==> config.mk <==
export PLATFORM = sky130hd
export DESIGN_NAME = gear_select_unit
export DESIGN_NICKNAME = d
export VERILOG_FILES = /design/src/rtl/gear_select_unit.sv
export SDC_FILE = /design/constraint.sdc
export NUM_CORES = 1
export LEC_CHECK = 0
export BUFFER_PORTS_ARGS = -buffer_cell sky130_fd_sc_hd__buf_4
export CORE_ASPECT_RATIO = 1.4
export CORE_MARGIN = 2
export CORE_UTILIZATION = 40
export CTS_CLUSTER_SIZE = 40
export DETAILED_ROUTE_END_ITERATION = 8
export HOLD_SLACK_MARGIN = 0.03
export SLEW_MARGIN = 30
export SYNTH_ARGS = -nofsm -noshare
export SYNTH_HDL_FRONTEND = slang
export SYNTH_SLANG_ARGS = --single-unit
==> constraint.sdc <==
create_clock -name clk -period 2.3 [get_ports clk]
set_input_delay 0.23 -clock clk [delete_from_list [all_inputs] [get_ports clk]]
set_output_delay 0.23 -clock clk [all_outputs]
set_load 0.02 [all_outputs]
==> src/rtl/gear_select_unit.sv <==
// Keypad-to-gear selector: per-key 2-FF sync + debounce, priority arbitration, speed/brake interlocks.
// Raw key edge reaches gear_code/shift_ack 3 + DEBOUNCE_CYCLES cycles later; safe_rst_req after HOLD_CYCLES of combination.
`timescale 1ns/1ps
module gear_select_unit #(
  parameter int DEBOUNCE_CYCLES   = 500000,
  parameter int HOLD_CYCLES       = 100000000,
  parameter int NUM_FWD           = 5,
  parameter int SPD_W             = 8,
  parameter int DOWNSHIFT_MAX_SPD = 60
) (
  input  logic             clk,
  input  logic             rst,
  input  logic             key_p,
  input  logic             key_r,
  input  logic             key_n,
  input  logic             key_d,
  input  logic             key_up,
  input  logic             key_down,
  input  logic             brake,
  input  logic [SPD_W-1:0] speed,
  input  logic             obd_mode,
  output logic [3:0]       gear_code,
  output logic [3:0]       fwd_gear,
  output logic             shift_ack,
  output logic             shift_rej,
  output logic             safe_rst_req
);

  typedef enum logic [3:0] {
    GEAR_P = 4'd3,
    GEAR_R = 4'd6,
    GEAR_N = 4'd9,
    GEAR_D = 4'd12
  } gear_e;

  localparam int K_P  = 0;
  localparam int K_R  = 1;
  localparam int K_N  = 2;
  localparam int K_D  = 3;
  localparam int K_UP = 4;
  localparam int K_DN = 5;

  localparam int DBW = (DEBOUNCE_CYCLES > 1) ? $clog2(DEBOUNCE_CYCLES) : 1;
  localparam int HW  = $clog2(HOLD_CYCLES + 1);
  localparam logic [DBW-1:0] DB_LAST   = DBW'(DEBOUNCE_CYCLES - 1);
  localparam logic [HW-1:0]  HOLD_LAST = HW'(HOLD_CYCLES - 1);
  localparam logic [HW-1:0]  HOLD_SAT  = HW'(HOLD_CYCLES);
  localparam logic [3:0]     FWD_MAX   = 4'(NUM_FWD);

  logic [5:0]     raw_keys, sync1_q, sync2_q, db_q, db_dly_q, press_ev;
  logic [DBW-1:0] db_cnt_q [6];
  gear_e          gear_q, gear_d, target;
  logic [3:0]     fwd_q, fwd_d;
  logic           ack_q, ack_d, rej_q, rej_d;
  logic [HW-1:0]  hold_q, hold_d;
  logic           sreq_q, sreq_d;
  logic           spd_zero, spd_dn_ok, combo;
  logic           req_vld, req_ok, pos_req;

  assign raw_keys  = {key_down, key_up, key_d, key_n, key_r, key_p};
  assign spd_zero  = (speed == '0);
  assign spd_dn_ok = (int'(speed) <= DOWNSHIFT_MAX_SPD);
  assign combo     = db_q[K_N] && brake && spd_zero && (gear_q == GEAR_P) && obd_mode;

  always_ff @(posedge clk or negedge rst) begin
    if (!rst) begin
      sync1_q  <= '0;
      sync2_q  <= '0;
      db_q     <= '0;
      db_dly_q <= '0;
      for (int i = 0; i < 6; i++) db_cnt_q[i] <= '0;
    end else begin
      sync1_q  <= raw_keys;
      sync2_q  <= sync1_q;
      db_dly_q <= db_q;
      for (int i = 0; i < 6; i++) begin
        if (sync2_q[i] == db_q[i]) begin
          db_cnt_q[i] <= '0;
        end else if (db_cnt_q[i] == DB_LAST) begin
          db_q[i]     <= sync2_q[i];
          db_cnt_q[i] <= '0;
        end else begin
          db_cnt_q[i] <= db_cnt_q[i] + 1'b1;
        end
      end
    end
  end

  // Holding N in P for the service combination must not shift to N, so that event is dropped there.
  always_comb begin
    press_ev = db_q & ~db_dly_q;
    if (obd_mode && (gear_q == GEAR_P)) press_ev[K_N] = 1'b0;
  end

  always_comb begin
    target  = gear_q;
    pos_req = 1'b0;
    req_vld = 1'b1;
    req_ok  = 1'b0;
    gear_d  = gear_q;
    fwd_d   = fwd_q;
    if (press_ev[K_P]) begin
      target  = GEAR_P;
      pos_req = 1'b1;
    end else if (press_ev[K_R]) begin
      target  = GEAR_R;
      pos_req = 1'b1;
    end else if (press_ev[K_N]) begin
      target  = GEAR_N;
      pos_req = 1'b1;
    end else if (press_ev[K_D]) begin
      target  = GEAR_D;
      pos_req = 1'b1;
    end else if (press_ev[K_UP]) begin
      req_ok = (gear_q == GEAR_D) && (fwd_q < FWD_MAX);
      if (req_ok) fwd_d = fwd_q + 4'd1;
    end else if (press_ev[K_DN]) begin
      req_ok = (gear_q == GEAR_D) && (fwd_q > 4'd1) && spd_dn_ok;
      if (req_ok) fwd_d = fwd_q - 4'd1;
    end else begin
      req_vld = 1'b0;
    end

    // Re-selecting the current position is acknowledged without touching state or interlocks.
    if (pos_req) begin
      if (target == gear_q) begin
        req_ok = 1'b1;
      end else begin
        req_ok = brake || (gear_q != GEAR_P);
        case (target)
          GEAR_P:  req_ok = req_ok && spd_zero;
          GEAR_R:  req_ok = req_ok && spd_zero && brake;
          GEAR_D:  req_ok = req_ok && brake && (spd_zero || (gear_q != GEAR_R));
          default: ;
        endcase
        if (req_ok) begin
          gear_d = target;
          fwd_d  = (target == GEAR_D) ? 4'd1 : 4'd0;
        end
      end
    end
    ack_d = req_vld && req_ok;
    rej_d = req_vld && !req_ok;
  end

  // Counter parks at HOLD_SAT after the pulse so a continued hold cannot fire again.
  always_comb begin
    hold_d = '0;
    sreq_d = 1'b0;
    if (combo) begin
      if (hold_q == HOLD_LAST) begin
        hold_d = HOLD_SAT;
        sreq_d = 1'b1;
      end else if (hold_q == HOLD_SAT) begin
        hold_d = hold_q;
      end else begin
        hold_d = hold_q + 1'b1;
      end
    end
  end

  always_ff @(posedge clk or negedge rst) begin
    if (!rst) begin
      gear_q <= GEAR_P;
      fwd_q  <= 4'd0;
      ack_q  <= 1'b0;
      rej_q  <= 1'b0;
      hold_q <= '0;
      sreq_q <= 1'b0;
    end else begin
      gear_q <= gear_d;
      fwd_q  <= fwd_d;
      ack_q  <= ack_d;
      rej_q  <= rej_d;
      hold_q <= hold_d;
      sreq_q <= sreq_d;
    end
  end

  assign gear_code    = gear_q;
  assign fwd_gear     = fwd_q;
  assign shift_ack    = ack_q;
  assign shift_rej    = rej_q;
  assign safe_rst_req = sreq_q;

endmodule
==> flow_metrics.py <==
metrics = {
    "route": {
        "routed_via_density": 5.17,
        "ant_nets": 0,
        "num_vias": 6090,
        "drt_first_pass_iters": 6,
        "wl_um": 16200,
        "drcViolationCount": 0,
        "drt_iter0_markers": 303,
        "avgRoutedWirePerCell_um": 13.7,
    },
    "pwr": {
        "ir_drop_uv": 499,
        "cellPowerDensity_mw_per_mm2": 629,
        "leakagePower_nw": 4.11,
        "power.total_mw": 6.15,
    },
    "place": {
        "io_buffers": 28,
        "dp_cells": 1140,
        "dpl_cell_area_mm2": 0.00914,
        "dp_slack_ns": 0.154,
        "gp_congestion": 0.812,
        "dp_hpwl_um": 11100,
    },
    "worst_setup_path": {
        "rr_worst_depth": 8,
        "endpoint_kind": "flip-flop",
        "required_ns": 2.61,
        "timing.rr.start": "fwd_gear[0]$_DFF_PN0_",
        "cp-start-kind": "flip-flop",
        "regToRegSetupSlack_ns": 0.17,
        "cp_max_fo": 3,
        "worstSetupPathType": "flip-flop to flip-flop",
        "r2r_end": "fwd_gear[2]$_DFF_PN0_",
        "cp.arrival_ns": 2.44,
    },
    "hold_path": {
        "hp-class": "input port to flip-flop",
        "hold_start": "brake",
        "holdPathEnd": "shift_ack$_DFF_PN0_",
        "hold_path_depth": 3,
    },
    "synthesis": {
        "ys_async_sr_fraction": 1.00,
        "synthCells": 854,
        "synthFlopType": "dfrtp_1",
        "synth_common_cells": "179 x nor2_1, 174 x dfrtp_1, 75 x xor2_1",
        "yosys-top-cells-area": "dfrtp_1 51%, nor2_1 7.9%, xor2_1 7.7%",
        "synth_top_cell_by_area": "dfrtp_1",
        "synth_most_common_cell": "nor2_1",
        "yosys_warnings": 0,
        "synth_seq_cells": 176,
        "syn_area_mm2": 0.00854,
        "yosysUniqueCellTypes": 66,
        "synth_top_cell_area_share": 0.510,
        "synth_seq_area_share": 0.516,
        "synth_nets": 883,
        "synth.avg_cell_area_um2": 10.0,
        "synth_edf_count": 0,
    },
    "sta": {
        "fmax_mhz": 469,
        "layout_setup_ws_ns": 0.168,
        "slew_violations": 0,
        "finalSetupTns_ns": 0,
        "finClkSkew_ns": 0.00948,
        "period_share": 0.927,
        "rsz0062_at_grt": "no",
        "layout_min_cycle_time_ns": 2.13,
        "finalHoldViolCount": 0,
        "timing.hold.ws_ns": 0.274,
        "setup_viol_count_final": 0,
        "relSlewSlack": 0.631,
        "worstMarginPinSlew_ns": 0.552,
    },
    "cts": {
        "h-tree-depth": 4,
        "cts_tree": "done",
        "root_buffer": "clkbuf_16",
        "clk_pin_slew_ns": 0.07,
        "cts.sinks": 176,
        "cts_max_path_buffers": 2,
        "cts_buffers": 17,
        "cts_setup_buffers": 0,
        "clk_latency_ns": 0.43,
    },
    "die": {
        "die_h_um": 177,
        "die-area_mm2": 0.0226,
        "ios": 29,
        "die_w_um": 127,
        "initial_core_util": 0.406,
        "num_rows": 63,
        "coreArea_mm2": 0.0210,
    },
    "cells_and_area": {
        "finish.instance_area_mm2": 0.00978,
        "areaGrowthSynthToFinish_pct": 14.5,
        "fin_cells": 1179,
        "drive_gt1_frac": 0.119,
        "postLayoutCoreUtil": 0.465,
        "fin_nets": 935,
        "diodes": 0,
    },
    "global_routing": {
        "antenna_found_initial": 0,
        "grt_max_degree": 60,
        "grt_pass1_wl_um": 28800,
        "grt_use_total": 0.156,
        "overflow": 0,
        "grt_pass1_vias": 6265,
    },
    "run": {
        "drv_cap": 0,
    },
    "outcome": {
        "status": "finished, final reports clean",
    },
}
==> worst max-delay path by stage <==
stage	startpoint	end	slack, ns	depth (start not counted)
after global routing	gear_code[1]$_DFFE_PN1P_	fwd_gear[3]$_DFF_PN0_	0.008	6
after floorplan	fwd_gear[0]$_DFF_PN0_	fwd_gear[2]$_DFF_PN0_	0.04	8
after global placement	fwd_gear[0]$_DFF_PN0_	fwd_gear[2]$_DFF_PN0_	0.18	8
after CTS	fwd_gear[0]$_DFF_PN0_	fwd_gear[2]$_DFF_PN0_	0.15	8
final	fwd_gear[0]$_DFF_PN0_	fwd_gear[2]$_DFF_PN0_	0.17	8
after detailed placement	fwd_gear[0]$_DFF_PN0_	fwd_gear[2]$_DFF_PN0_	0.15	8
==> logic make-up (layout without fill, tap and decap cells) <==
group                    Yosys count  count (layout)  synth area share
XOR/XNOR                         129             129             0.132
adder cells (fa/ha/maj)           11              11            0.0161
flip-flops                       176             176             0.516
buffers and inverters             37             102            0.0182
AND/OR/NAND/NOR                  439             439             0.259
AO/OA/AOI/OAI                     54              54            0.0481
multiplexers                       8               8            0.0103
==> flip-flops by register name, indices dropped and copies added, names as in the netlist <==
register / flops
db_dly_q: 6
hold_q: 27
db_q: 6
shift_rej: 1
fwd_gear: 4
gear_code: 4
safe_rst_req: 1
db_cnt_q: 114
shift_ack: 1
sync1_q: 6
sync2_q: 6
==> per-layer routing <==
metal / vias to the layer above / part of all wire / track usage / routed length (um)
met3: 26 / 0.024 / 0.0339 / 383
met4: 0 / 0.019 / 0.0586 / 310
met2: 76 / 0.50 / 0.269 / 8150
met1: 2964 / 0.45 / 0.192 / 7350
li1: 3024 / - / - / -
met5: - / 0 / 0 / 0
==> critical path, cell delays in order (launching register included) <==
cell	delay, ns
dfrtp_1	0.37
inv_1	0.08
ha_1	0.22
or2_2	0.30
a21o_1	0.20
or4_4	0.51
a21boi_2	0.16
xnor2_1	0.12
nor2_1	0.06
==> cell usage in the layout (no fill, tap or decap), drive strengths merged, types with 3 or more instances in the layout <==
cell type,Yosys,routed
nor4bb,3,3
or2,10,10
and4,8,8
ha,11,11
mux2,6,6
nand3b,7,7
clkbuf,6,20
a21oi,18,18
or4,4,4
nand2,51,51
or3,7,7
nor4b,5,5
dfrtp,174,174
dlygate4sd3,0,7
clkinvlp,0,5
buf,11,43
nand4,25,25
o21ai,11,11
and3,20,20
nand3,62,62
xor2,75,75
nor4,13,13
nor3,18,18
nor2,179,179
clkinv,0,4
inv,20,22
nor2b,5,5
nor3b,5,5
xnor2,54,54
nand2b,9,9
==> power by group <==
| group | switching (mW) | internal [mW] | total [mW] |
|---|---|---|---|
| logic | 0.128 | 0.0703 | 0.198 |
| clock network | 1.21 | 1.58 | 2.79 |
| registers | 0.0310 | 3.13 | 3.16 |
| total | 1.37 | 4.78 | 6.15 |
==> final cells by class <==
class,instances,area (um^2)
clock buffers,20,467
repair buffers,50,422
flip-flops and latches,176,4410
multi-input cells,641,3980
fillers,1988,11300
well taps,260,325
clock inverters,12,109
inverters,20,75.1
==> what timing repair did <==
item	CTS	global route
endpoints found under the hold margin	55	0
gates resized for setup	0	0
hold buffers	7	0
No activity file was read; power rests on OpenSTA's default activity.
